## config.mk

```make
export PLATFORM = sky130hd
export DESIGN_NAME = id_stage_pipe_flat
export DESIGN_NICKNAME = d
export VERILOG_FILES = /design/src/rtl/id_stage_pipe_if.sv /design/src/rtl/id_stage_pipe.sv /design/src/flat_wrapper.sv
export SDC_FILE = /design/constraint.sdc
export NUM_CORES = 2
export LEC_CHECK = 0
export CORE_AREA = 2 2 366 368
export CTS_CLUSTER_DIAMETER = 60
export DETAILED_ROUTE_END_ITERATION = 8
export DIE_AREA = 0 0 368 370
export GPL_TIMING_DRIVEN = 0
export SLEW_MARGIN = 20
export SYNTH_ARGS = -nofsm -noshare
export SYNTH_HDL_FRONTEND = slang
export SYNTH_SLANG_ARGS = --single-unit
```

## constraint.sdc

```tcl
create_clock -name CLK -period 2.7 [get_ports CLK]
set_input_delay 0.54 -clock CLK [delete_from_list [all_inputs] [get_ports CLK]]
set_output_delay 0.54 -clock CLK [all_outputs]
set_load 0.02 [all_outputs]
```

## src/rtl/id_stage_pipe_if.sv

```systemverilog
// Signal bundle for the RV32IM decode stage: IF/ID slot, WB write port, EX flush
// and the registered ID/EX boundary.
interface id_stage_pipe_if #(
  parameter int XLEN   = 32,
  parameter int RIDX_W = 5
);
  logic              IF_VALID;
  logic [XLEN-1:0]   IF_PC;
  logic [XLEN-1:0]   IF_PC_PLUS4;
  logic [31:0]       IF_INSTRUCTION;
  logic              WB_WRITE_ENABLE;
  logic [RIDX_W-1:0] WB_RD;
  logic [XLEN-1:0]   WB_WRITE_DATA;
  logic              EX_FLUSH;

  logic              ID_STALL;
  logic              ID_VALID;
  logic [XLEN-1:0]   ID_PC;
  logic [XLEN-1:0]   ID_PC_PLUS4;
  logic [XLEN-1:0]   ID_READ_DATA1;
  logic [XLEN-1:0]   ID_READ_DATA2;
  logic [RIDX_W-1:0] ID_RS1;
  logic [RIDX_W-1:0] ID_RS2;
  logic [RIDX_W-1:0] ID_RD;
  logic [XLEN-1:0]   ID_IMMEDIATE;
  logic [2:0]        ID_FUNC3;
  logic              ID_FUNC7_5;
  logic              ID_MUL;
  logic              ID_WRITE_ENABLE;
  logic              ID_MEM_READ;
  logic              ID_MEM_WRITE;
  logic              ID_BRANCH;
  logic              ID_JUMP;
  logic              ID_IMM_SELECT;
  logic              ID_PC_SELECT;
  logic              ID_ILLEGAL;

  modport master (
    output IF_VALID, IF_PC, IF_PC_PLUS4, IF_INSTRUCTION,
           WB_WRITE_ENABLE, WB_RD, WB_WRITE_DATA, EX_FLUSH,
    input  ID_STALL, ID_VALID, ID_PC, ID_PC_PLUS4, ID_READ_DATA1, ID_READ_DATA2,
           ID_RS1, ID_RS2, ID_RD, ID_IMMEDIATE, ID_FUNC3, ID_FUNC7_5, ID_MUL,
           ID_WRITE_ENABLE, ID_MEM_READ, ID_MEM_WRITE, ID_BRANCH, ID_JUMP,
           ID_IMM_SELECT, ID_PC_SELECT, ID_ILLEGAL
  );

  modport slave (
    input  IF_VALID, IF_PC, IF_PC_PLUS4, IF_INSTRUCTION,
           WB_WRITE_ENABLE, WB_RD, WB_WRITE_DATA, EX_FLUSH,
    output ID_STALL, ID_VALID, ID_PC, ID_PC_PLUS4, ID_READ_DATA1, ID_READ_DATA2,
           ID_RS1, ID_RS2, ID_RD, ID_IMMEDIATE, ID_FUNC3, ID_FUNC7_5, ID_MUL,
           ID_WRITE_ENABLE, ID_MEM_READ, ID_MEM_WRITE, ID_BRANCH, ID_JUMP,
           ID_IMM_SELECT, ID_PC_SELECT, ID_ILLEGAL
  );
endinterface

```

## src/rtl/id_stage_pipe.sv

```systemverilog
// RV32IM/RV32E decode stage: register file with WB bypass, immediate/control decode,
// load-use stall, flush and a one-cycle ID/EX register.
module id_stage_pipe #(
  parameter int          XLEN      = 32,
  parameter int unsigned REG_COUNT = 32,
  parameter int          RIDX_W    = 5
) (
  input logic            CLK,
  input logic            RST,
  id_stage_pipe_if.slave bus
);
  localparam int RB = $clog2(REG_COUNT);

  typedef enum logic [6:0] {
    OP_LUI    = 7'b0110111,
    OP_AUIPC  = 7'b0010111,
    OP_JAL    = 7'b1101111,
    OP_JALR   = 7'b1100111,
    OP_BRANCH = 7'b1100011,
    OP_LOAD   = 7'b0000011,
    OP_STORE  = 7'b0100011,
    OP_IMM    = 7'b0010011,
    OP_OP     = 7'b0110011
  } opcode_e;

  typedef struct packed {
    logic write_enable;
    logic mem_read;
    logic mem_write;
    logic branch;
    logic jump;
    logic imm_select;
    logic pc_select;
    logic mul;
  } ctrl_t;

  function automatic logic in_range(input logic [RIDX_W-1:0] idx);
    return 32'(idx) < REG_COUNT;
  endfunction

  logic [31:0]       instr;
  opcode_e           opcode;
  logic [RIDX_W-1:0] rs1;
  logic [RIDX_W-1:0] rs2;
  logic [RIDX_W-1:0] rd;

  assign instr  = bus.IF_INSTRUCTION;
  assign opcode = opcode_e'(instr[6:0]);
  assign rs1    = instr[19:15];
  assign rs2    = instr[24:20];
  assign rd     = instr[11:7];

  logic [XLEN-1:0] regs [REG_COUNT];
  logic            wb_ok;

  // x0 is never stored, so regs[0] stays at its reset value of zero.
  assign wb_ok = bus.WB_WRITE_ENABLE && (bus.WB_RD != '0) && in_range(bus.WB_RD);

  always_ff @(posedge CLK) begin
    if (RST) begin
      regs <= '{default: '0};
    end else if (wb_ok) begin
      regs[bus.WB_RD[RB-1:0]] <= bus.WB_WRITE_DATA;
    end
  end

  logic [XLEN-1:0] rdata1;
  logic [XLEN-1:0] rdata2;

  always_comb begin
    rdata1 = '0;
    rdata2 = '0;
    if (rs1 != '0 && in_range(rs1)) rdata1 = regs[rs1[RB-1:0]];
    if (rs2 != '0 && in_range(rs2)) rdata2 = regs[rs2[RB-1:0]];
    if (wb_ok && bus.WB_RD == rs1) rdata1 = bus.WB_WRITE_DATA;
    if (wb_ok && bus.WB_RD == rs2) rdata2 = bus.WB_WRITE_DATA;
  end

  ctrl_t       ctrl;
  logic        known;
  logic        use_rd;
  logic        use_rs1;
  logic        use_rs2;
  logic        illegal;
  logic [31:0] imm32;

  always_comb begin
    ctrl    = '0;
    known   = 1'b1;
    use_rd  = 1'b0;
    use_rs1 = 1'b0;
    use_rs2 = 1'b0;
    imm32   = '0;
    case (opcode)
      OP_LUI: begin
        ctrl.write_enable = 1'b1;
        ctrl.imm_select   = 1'b1;
        use_rd            = 1'b1;
        imm32             = {instr[31:12], 12'b0};
      end
      OP_AUIPC: begin
        ctrl.write_enable = 1'b1;
        ctrl.imm_select   = 1'b1;
        ctrl.pc_select    = 1'b1;
        use_rd            = 1'b1;
        imm32             = {instr[31:12], 12'b0};
      end
      OP_JAL: begin
        ctrl.write_enable = 1'b1;
        ctrl.jump         = 1'b1;
        ctrl.imm_select   = 1'b1;
        ctrl.pc_select    = 1'b1;
        use_rd            = 1'b1;
        imm32 = {{11{instr[31]}}, instr[31], instr[19:12], instr[20], instr[30:21], 1'b0};
      end
      OP_JALR: begin
        ctrl.write_enable = 1'b1;
        ctrl.jump         = 1'b1;
        ctrl.imm_select   = 1'b1;
        use_rd            = 1'b1;
        use_rs1           = 1'b1;
        imm32             = {{20{instr[31]}}, instr[31:20]};
      end
      OP_BRANCH: begin
        ctrl.branch    = 1'b1;
        ctrl.pc_select = 1'b1;
        use_rs1        = 1'b1;
        use_rs2        = 1'b1;
        imm32 = {{19{instr[31]}}, instr[31], instr[7], instr[30:25], instr[11:8], 1'b0};
      end
      OP_LOAD: begin
        ctrl.write_enable = 1'b1;
        ctrl.mem_read     = 1'b1;
        ctrl.imm_select   = 1'b1;
        use_rd            = 1'b1;
        use_rs1           = 1'b1;
        imm32             = {{20{instr[31]}}, instr[31:20]};
      end
      OP_STORE: begin
        ctrl.mem_write  = 1'b1;
        ctrl.imm_select = 1'b1;
        use_rs1         = 1'b1;
        use_rs2         = 1'b1;
        imm32           = {{20{instr[31]}}, instr[31:25], instr[11:7]};
      end
      OP_IMM: begin
        ctrl.write_enable = 1'b1;
        ctrl.imm_select   = 1'b1;
        use_rd            = 1'b1;
        use_rs1           = 1'b1;
        imm32             = {{20{instr[31]}}, instr[31:20]};
      end
      OP_OP: begin
        ctrl.write_enable = 1'b1;
        ctrl.mul          = (instr[31:25] == 7'b0000001);
        use_rd            = 1'b1;
        use_rs1           = 1'b1;
        use_rs2           = 1'b1;
      end
      default: known = 1'b0;
    endcase
    // Only index fields the format actually uses are range-checked; in U/J formats
    // those bit positions carry immediate bits.
    illegal = !known || (use_rd && !in_range(rd)) || (use_rs1 && !in_range(rs1)) ||
              (use_rs2 && !in_range(rs2));
    if (illegal) ctrl = '0;
  end

  logic reads_rs2;
  logic hazard;
  logic bubble;

  assign reads_rs2 = (opcode == OP_OP) || (opcode == OP_STORE) || (opcode == OP_BRANCH);
  assign hazard    = bus.ID_VALID && bus.ID_MEM_READ && (bus.ID_RD != '0) && bus.IF_VALID &&
                     ((rs1 == bus.ID_RD) || (reads_rs2 && (rs2 == bus.ID_RD)));
  assign bus.ID_STALL = hazard && !bus.EX_FLUSH;
  assign bubble       = bus.EX_FLUSH || !bus.IF_VALID || hazard;

  // Bubbles clear the whole ID/EX slot, which also guarantees the stall drops next cycle.
  always_ff @(posedge CLK) begin
    if (RST || bubble) begin
      bus.ID_VALID        <= 1'b0;
      bus.ID_PC           <= '0;
      bus.ID_PC_PLUS4     <= '0;
      bus.ID_READ_DATA1   <= '0;
      bus.ID_READ_DATA2   <= '0;
      bus.ID_RS1          <= '0;
      bus.ID_RS2          <= '0;
      bus.ID_RD           <= '0;
      bus.ID_IMMEDIATE    <= '0;
      bus.ID_FUNC3        <= '0;
      bus.ID_FUNC7_5      <= 1'b0;
      bus.ID_MUL          <= 1'b0;
      bus.ID_WRITE_ENABLE <= 1'b0;
      bus.ID_MEM_READ     <= 1'b0;
      bus.ID_MEM_WRITE    <= 1'b0;
      bus.ID_BRANCH       <= 1'b0;
      bus.ID_JUMP         <= 1'b0;
      bus.ID_IMM_SELECT   <= 1'b0;
      bus.ID_PC_SELECT    <= 1'b0;
      bus.ID_ILLEGAL      <= 1'b0;
    end else begin
      bus.ID_VALID        <= 1'b1;
      bus.ID_PC           <= bus.IF_PC;
      bus.ID_PC_PLUS4     <= bus.IF_PC_PLUS4;
      bus.ID_READ_DATA1   <= rdata1;
      bus.ID_READ_DATA2   <= rdata2;
      bus.ID_RS1          <= rs1;
      bus.ID_RS2          <= rs2;
      bus.ID_RD           <= rd;
      bus.ID_IMMEDIATE    <= XLEN'($signed(imm32));
      bus.ID_FUNC3        <= instr[14:12];
      bus.ID_FUNC7_5      <= instr[30];
      bus.ID_MUL          <= ctrl.mul;
      bus.ID_WRITE_ENABLE <= ctrl.write_enable;
      bus.ID_MEM_READ     <= ctrl.mem_read;
      bus.ID_MEM_WRITE    <= ctrl.mem_write;
      bus.ID_BRANCH       <= ctrl.branch;
      bus.ID_JUMP         <= ctrl.jump;
      bus.ID_IMM_SELECT   <= ctrl.imm_select;
      bus.ID_PC_SELECT    <= ctrl.pc_select;
      bus.ID_ILLEGAL      <= illegal;
    end
  end
endmodule

```

## src/flat_wrapper.sv

```systemverilog
// flat-port wrapper written by rule: the top's interface ports become plain ports
module id_stage_pipe_flat 
#(
  parameter int          XLEN      = 32,
  parameter int unsigned REG_COUNT = 32,
  parameter int          RIDX_W    = 5
)
  (CLK, RST, bus_IF_VALID, bus_IF_PC, bus_IF_PC_PLUS4, bus_IF_INSTRUCTION, bus_WB_WRITE_ENABLE, bus_WB_RD, bus_WB_WRITE_DATA, bus_EX_FLUSH, bus_ID_STALL, bus_ID_VALID, bus_ID_PC, bus_ID_PC_PLUS4, bus_ID_READ_DATA1, bus_ID_READ_DATA2, bus_ID_RS1, bus_ID_RS2, bus_ID_RD, bus_ID_IMMEDIATE, bus_ID_FUNC3, bus_ID_FUNC7_5, bus_ID_MUL, bus_ID_WRITE_ENABLE, bus_ID_MEM_READ, bus_ID_MEM_WRITE, bus_ID_BRANCH, bus_ID_JUMP, bus_ID_IMM_SELECT, bus_ID_PC_SELECT, bus_ID_ILLEGAL);
  id_stage_pipe_if #(.XLEN(XLEN), .RIDX_W(RIDX_W)) bus_i ();
  input logic CLK;
  input logic RST;
  input wire logic [$bits(bus_i.IF_VALID)-1:0] bus_IF_VALID;
  input wire logic [$bits(bus_i.IF_PC)-1:0] bus_IF_PC;
  input wire logic [$bits(bus_i.IF_PC_PLUS4)-1:0] bus_IF_PC_PLUS4;
  input wire logic [$bits(bus_i.IF_INSTRUCTION)-1:0] bus_IF_INSTRUCTION;
  input wire logic [$bits(bus_i.WB_WRITE_ENABLE)-1:0] bus_WB_WRITE_ENABLE;
  input wire logic [$bits(bus_i.WB_RD)-1:0] bus_WB_RD;
  input wire logic [$bits(bus_i.WB_WRITE_DATA)-1:0] bus_WB_WRITE_DATA;
  input wire logic [$bits(bus_i.EX_FLUSH)-1:0] bus_EX_FLUSH;
  output wire logic [$bits(bus_i.ID_STALL)-1:0] bus_ID_STALL;
  output wire logic [$bits(bus_i.ID_VALID)-1:0] bus_ID_VALID;
  output wire logic [$bits(bus_i.ID_PC)-1:0] bus_ID_PC;
  output wire logic [$bits(bus_i.ID_PC_PLUS4)-1:0] bus_ID_PC_PLUS4;
  output wire logic [$bits(bus_i.ID_READ_DATA1)-1:0] bus_ID_READ_DATA1;
  output wire logic [$bits(bus_i.ID_READ_DATA2)-1:0] bus_ID_READ_DATA2;
  output wire logic [$bits(bus_i.ID_RS1)-1:0] bus_ID_RS1;
  output wire logic [$bits(bus_i.ID_RS2)-1:0] bus_ID_RS2;
  output wire logic [$bits(bus_i.ID_RD)-1:0] bus_ID_RD;
  output wire logic [$bits(bus_i.ID_IMMEDIATE)-1:0] bus_ID_IMMEDIATE;
  output wire logic [$bits(bus_i.ID_FUNC3)-1:0] bus_ID_FUNC3;
  output wire logic [$bits(bus_i.ID_FUNC7_5)-1:0] bus_ID_FUNC7_5;
  output wire logic [$bits(bus_i.ID_MUL)-1:0] bus_ID_MUL;
  output wire logic [$bits(bus_i.ID_WRITE_ENABLE)-1:0] bus_ID_WRITE_ENABLE;
  output wire logic [$bits(bus_i.ID_MEM_READ)-1:0] bus_ID_MEM_READ;
  output wire logic [$bits(bus_i.ID_MEM_WRITE)-1:0] bus_ID_MEM_WRITE;
  output wire logic [$bits(bus_i.ID_BRANCH)-1:0] bus_ID_BRANCH;
  output wire logic [$bits(bus_i.ID_JUMP)-1:0] bus_ID_JUMP;
  output wire logic [$bits(bus_i.ID_IMM_SELECT)-1:0] bus_ID_IMM_SELECT;
  output wire logic [$bits(bus_i.ID_PC_SELECT)-1:0] bus_ID_PC_SELECT;
  output wire logic [$bits(bus_i.ID_ILLEGAL)-1:0] bus_ID_ILLEGAL;
  assign bus_i.IF_VALID = bus_IF_VALID;
  assign bus_i.IF_PC = bus_IF_PC;
  assign bus_i.IF_PC_PLUS4 = bus_IF_PC_PLUS4;
  assign bus_i.IF_INSTRUCTION = bus_IF_INSTRUCTION;
  assign bus_i.WB_WRITE_ENABLE = bus_WB_WRITE_ENABLE;
  assign bus_i.WB_RD = bus_WB_RD;
  assign bus_i.WB_WRITE_DATA = bus_WB_WRITE_DATA;
  assign bus_i.EX_FLUSH = bus_EX_FLUSH;
  assign bus_ID_STALL = bus_i.ID_STALL;
  assign bus_ID_VALID = bus_i.ID_VALID;
  assign bus_ID_PC = bus_i.ID_PC;
  assign bus_ID_PC_PLUS4 = bus_i.ID_PC_PLUS4;
  assign bus_ID_READ_DATA1 = bus_i.ID_READ_DATA1;
  assign bus_ID_READ_DATA2 = bus_i.ID_READ_DATA2;
  assign bus_ID_RS1 = bus_i.ID_RS1;
  assign bus_ID_RS2 = bus_i.ID_RS2;
  assign bus_ID_RD = bus_i.ID_RD;
  assign bus_ID_IMMEDIATE = bus_i.ID_IMMEDIATE;
  assign bus_ID_FUNC3 = bus_i.ID_FUNC3;
  assign bus_ID_FUNC7_5 = bus_i.ID_FUNC7_5;
  assign bus_ID_MUL = bus_i.ID_MUL;
  assign bus_ID_WRITE_ENABLE = bus_i.ID_WRITE_ENABLE;
  assign bus_ID_MEM_READ = bus_i.ID_MEM_READ;
  assign bus_ID_MEM_WRITE = bus_i.ID_MEM_WRITE;
  assign bus_ID_BRANCH = bus_i.ID_BRANCH;
  assign bus_ID_JUMP = bus_i.ID_JUMP;
  assign bus_ID_IMM_SELECT = bus_i.ID_IMM_SELECT;
  assign bus_ID_PC_SELECT = bus_i.ID_PC_SELECT;
  assign bus_ID_ILLEGAL = bus_i.ID_ILLEGAL;
  id_stage_pipe #(.XLEN(XLEN), .REG_COUNT(REG_COUNT), .RIDX_W(RIDX_W)) u_core (.CLK(CLK), .RST(RST), .bus(bus_i));
endmodule
```

==> results summary <==
The run finished, with violations left. The checks that failed: negative setup slack. The post-layout worst setup margin came out at -0.358 ns.

Buffers placed on the I/O ports in this run total 285. CTS placed an instance of sky130_fd_sc_hd__clkbuf_16 at the clock tree root. On the worst path, the slowest cell contributes a delay of 0.44 ns. In this run the worst hold path is classified as in2reg. The minimum hold slack came out at 0.112 ns. In this run, synthesis produced a sequential element count of 1213. The share of post-route cells with drive strength above 1 is 15.7%. The total number of vias came out at 60384. The post-synthesis adder-cell area fraction is 0%. The required time at the worst-slack endpoint is 2.16 ns. The cell count after synthesis came out at 6716. Clock tree synthesis found a total of 1213 sinks. The transition time at the pin with the least slew margin came out at 1.30 ns. The floorplan has 134 rows. Summed over all nets, wire length on met2 after detailed routing comes to 139000 um. The share of flip-flops with an asynchronous set or reset after synthesis is 0%. The setup TNS after final layout came out at -5.03 ns. The critical path arrival came out at 2.52 ns. The post-route total power came out at 43.9 mW. The routability congestion estimate is 1.06. In the synthesized netlist the dominant register cell turns out to be sky130_fd_sc_hd__dfxtp_1. The global-route total usage across every layer came out at 48.9%. During I/O placement, the number of pins put on the boundary was 328. In this run, synthesis inferred 0 flip-flops with an integrated enable. In this run the top signal layer used is met5.

The final cell count without fillers is 9080. The critical path goes through clkdlybuf4s15_1, buf_6, buf_8, xnor2_1, nand3_1, a21oi_2, buf_6, buf_12, nor2b_4, buf_6. During synthesis, Yosys emitted a total of 0 warnings. The critical path in this run is classified as in2out. The power density over the cells came out at 621 nW/um^2.

TritonCTS built the clock tree. Counting stages on the worst path, the most repeated cell is sky130_fd_sc_hd__buf_6. In the final routed layout, each cell accounts on average for 38.0 um. The maximum achievable frequency came out at 0.327 GHz. The worst setup path is launched from a primary input. STA classifies the critical path endpoint as a primary output.

The area occupied by registers is 24300 sq um. The aggregate routed wire length came out at 345000 um. The starting density of the core came out at 44.7%. The compound-cell area share of the yosys netlist is 16.6%. The die area is 136000 sq um. The die extent in x came out at 368 um. The worst supply voltage drop on vdd came out at 0.630 mV. The count of nets left with antenna violations once routing finished came out at 0. In this run the worst path has a maximum fanout of 10. In the routed design, unresolved DRC markers number 0. The net count reported at finish is 7320. In this run, the number of DRC markers left after iteration 0 of detailed routing was 9301.

The number of buffers on the longest clock path is 3. Counting every net in the synthesized netlist gives 6854. The number of global-route vias before repair is 54605. The first-pass iteration count of the detailed router came out at 9. The leakage component of the power is 23.5 nW.

The count of maximum capacitance violations is 0. Measured against its own limit, the worst slew margin works out to 13.4%. The largest family of logic cells by synthesized area is multiplexers. The initial antenna violation count was 22. The number of CTS-inserted buffers came out at 148.

The post-synthesis cell type count came out at 73. Setup repair after global routing could not meet its margin everywhere. The placeable core region came out at 132000 sq um.

The mean instance size in the synthesized netlist came out at 8.83 sq um. The H-tree was split into 4 levels. The hold violation count in the final report was 0. The xor and xnor area share after synthesis came out at 0.296%. The HPWL reported at the end of detailed placement is 263000 um. The area of combinational cells with multiple inputs came out at 32200 sq um. The number of pins with negative max-slew slack in the final report came out at 0.

From bottom edge to top edge, the die measures 370 um. The layout-stage area growth over the synthesis result is 19.4%. After detailed placement, the design holds a cell count of 8782. The register clock-pin slew on the reported worst setup and hold paths is 0.06 ns. The maximum number of pins on one net before global-route repair came out at 17.

Detailed routing placed a total of 48800 um of wire on met3. The cell with the biggest individual delay on the critical path is sky130_fd_sc_hd__clkdlybuf4s15_1. The clock network latency to the later pin of the worst-skew pair came out at 0.82 ns. In the routed layout, each cell is associated on average with a via count of 6.65. The first global-routing pass estimated 458000 um of wire. The final number of setup-violating endpoints is 98. The total grt overflow came out at 0. The sequential-to-total area share from yosys stat is 41.0%. Counting I/O delays and the setup requirement, the final critical path takes 3.06 ns.

The synthesized netlist occupies a cell area of 59300 sq um. The basic-gate share of the synthesized area counting and, or, nand and nor cells came out at 16.8%. Across the routed clock network, the largest skew measured is 0.0346 ns. The fill cell total of the finished layout came out at 12491. For this block, wires on met1 add up to 127000 um.

The share of cell area taken by muxes after synthesis came out at 19.6%. Dividing the final minimum period by the clock period gives 113%.
logic make-up after synthesis:
kind of cell / count (synthesis)
AND/OR/NAND/NOR: 2417
AO/OA/AOI/OAI: 1584
flip-flops: 1213
multiplexers: 742
buffers and inverters: 740
XOR/XNOR: 20
placed cells by master (no fill, tap or decap), types with 22 or more instances in the layout:
cell type / netlist / routed
sky130_fd_sc_hd__buf_6: 25 / 51
sky130_fd_sc_hd__a22o_1: 24 / 24
sky130_fd_sc_hd__a211oi_1: 55 / 41
sky130_fd_sc_hd__nor4_1: 29 / 29
sky130_fd_sc_hd__nor2b_1: 52 / 46
sky130_fd_sc_hd__nor3b_1: 82 / 82
sky130_fd_sc_hd__clkbuf_1: 517 / 429
sky130_fd_sc_hd__mux2i_1: 331 / 331
sky130_fd_sc_hd__o2111ai_1: 33 / 30
sky130_fd_sc_hd__a21oi_1: 1014 / 1012
sky130_fd_sc_hd__mux4_2: 326 / 326
sky130_fd_sc_hd__o21ai_0: 34 / 34
sky130_fd_sc_hd__clkinv_2: 0 / 31
sky130_fd_sc_hd__clkbuf_2: 24 / 127
sky130_fd_sc_hd__nand2_1: 2066 / 2059
sky130_fd_sc_hd__clkdlybuf4s50_1: 0 / 279
sky130_fd_sc_hd__o22ai_1: 32 / 32
sky130_fd_sc_hd__a221o_1: 41 / 38
sky130_fd_sc_hd__o221ai_1: 72 / 72
sky130_fd_sc_hd__a221oi_1: 76 / 70
sky130_fd_sc_hd__mux2_2: 85 / 85
sky130_fd_sc_hd__a21o_1: 38 / 38
sky130_fd_sc_hd__dfxtp_1: 1213 / 1210
sky130_fd_sc_hd__buf_4: 44 / 79
sky130_fd_sc_hd__a211o_1: 41 / 41
sky130_fd_sc_hd__nor3_1: 30 / 22
sky130_fd_sc_hd__a22oi_1: 40 / 40
sky130_fd_sc_hd__buf_2: 99 / 58
sky130_fd_sc_hd__clkbuf_16: 0 / 154
area by class of cell:
cell class | count | area share [%]
Timing Repair Buffer | 319 | 4.71
Multi-Input combinational cell | 4763 | 45.5
Tap cell | 1768 | 3.13
Buffer | 729 | 5.35
Sequential cell | 1213 | 34.3
Clock inverter | 68 | 1.00
Inverter | 8 | 0.0424
Antenna cell | 10 | 0.0354
Clock buffer | 202 | 5.97
cells in the mapped netlist (all sizes together) (6+ instances only):
| cell | n | area share, % |
|---|---|---|
| a311oi | 12 | 0.26 |
| a21oi | 1014 | 8.6 |
| a21o | 38 | 0.48 |
| mux2i | 331 | 5.6 |
| clkbuf | 542 | 3.5 |
| buf | 190 | 2.2 |
| or3 | 6 | 0.063 |
| o21ai | 46 | 0.39 |
| nor2 | 45 | 0.29 |
| a221oi | 87 | 1.4 |
| o22ai | 32 | 0.34 |
| a211oi | 59 | 0.78 |
| mux2 | 85 | 1.6 |
| nor2b | 52 | 0.55 |
| a22oi | 40 | 0.51 |
| dfxtp | 1213 | 41 |
| nor3 | 32 | 0.29 |
| o32a | 6 | 0.10 |
| a32o | 12 | 0.20 |
| nand2b | 11 | 0.12 |
| xnor2 | 9 | 0.13 |
| a221o | 41 | 0.69 |
| mux4 | 326 | 12 |
| o22a | 7 | 0.10 |
| nand3 | 23 | 0.20 |
| o2111ai | 33 | 0.49 |
| nor4 | 30 | 0.34 |
| o221ai | 72 | 1.1 |
| nand4 | 21 | 0.22 |
| xor2 | 11 | 0.16 |
| nor4b | 8 | 0.12 |
| nand2 | 2066 | 13 |
| nor3b | 82 | 1.0 |
| a22o | 24 | 0.35 |
| and2 | 19 | 0.20 |
| a211o | 41 | 0.61 |
| nand3b | 6 | 0.076 |
| inv | 8 | 0.051 |
critical path: cells and delay by family:
family	cells	cell delay, ns
XOR/XNOR	1	0.16
buffers and inverters	6	1.39
AND/OR/NAND/NOR	2	0.24
AO/OA/AOI/OAI	1	0.15
through the flow:
stage / utilization [%] / worst slack [ns] / cell area, sq um
3_5_place_dp: 48.8 / -2.72 / 64700
4_1_cts: 53.2 / -0.310 / 70500
5_1_grt: 53.4 / -0.424 / 70800
2_1_floorplan: - / 0.0201 / 59300
3_3_place_gp: 48.6 / -2.72 / 64300
6_report: 53.4 / -0.358 / 70800
state kept, by name, indices dropped and copies added, names as in the netlist, 5 cells and up:
name	count
u_core.bus.ID_RS2	5
u_core.bus.ID_RS1	5
u_core.bus.ID_PC	32
u_core.bus.ID_READ_DATA2	32
u_core.bus.ID_IMMEDIATE	32
u_core.bus.ID_READ_DATA1	32
u_core.bus.ID_PC_PLUS4	32
u_core.bus.ID_RD	5
u_core.regs	1024
report_power, final:
group          internal [mW]  switching [mW]
Clock                   12.0            8.73
Combinational           1.31            3.74
Sequential              18.1           0.118
what timing repair did:
| action | in CTS | in global routing |
|---|---|---|
| setup endpoints to repair | 810 | 612 |
| buffers inserted | 17 | 4 |
| hold buffers | 0 | 0 |
| pin swaps | 13 | 7 |
| gates resized for setup | 239 | 108 |
path summary, 6_finish.rpt:
| kind | startpoint | endpoint | cells past startpoint | slack [ns] |
|---|---|---|---|---|
| min reg2reg | u_core.regs[451]$_SDFFE_PP0P_ | u_core.regs[451]$_SDFFE_PP0P_ | 2 | 0.47 |
| min | bus_WB_WRITE_DATA[3] | u_core.bus.ID_READ_DATA1[3]$_SDFF_PP0_ | 3 | 0.11 |
| max | bus_IF_INSTRUCTION[16] | bus_ID_STALL | 10 | -0.36 |
| max reg2reg | u_core.bus.ID_RD[0]$_SDFF_PP0_ | u_core.bus.ID_READ_DATA2[14]$_SDFF_PP0_ | 9 | -0.02 |
per-layer routing:
metal / vias to the layer above / global-route usage (%)
met5: - / 0
met4: 4 / 36.5
met3: 1184 / 18.6
met2: 4825 / 68.5
met1: 29648 / 61.0
li1: 24723 / -
No activity file was read; power rests on OpenSTA's default activity.
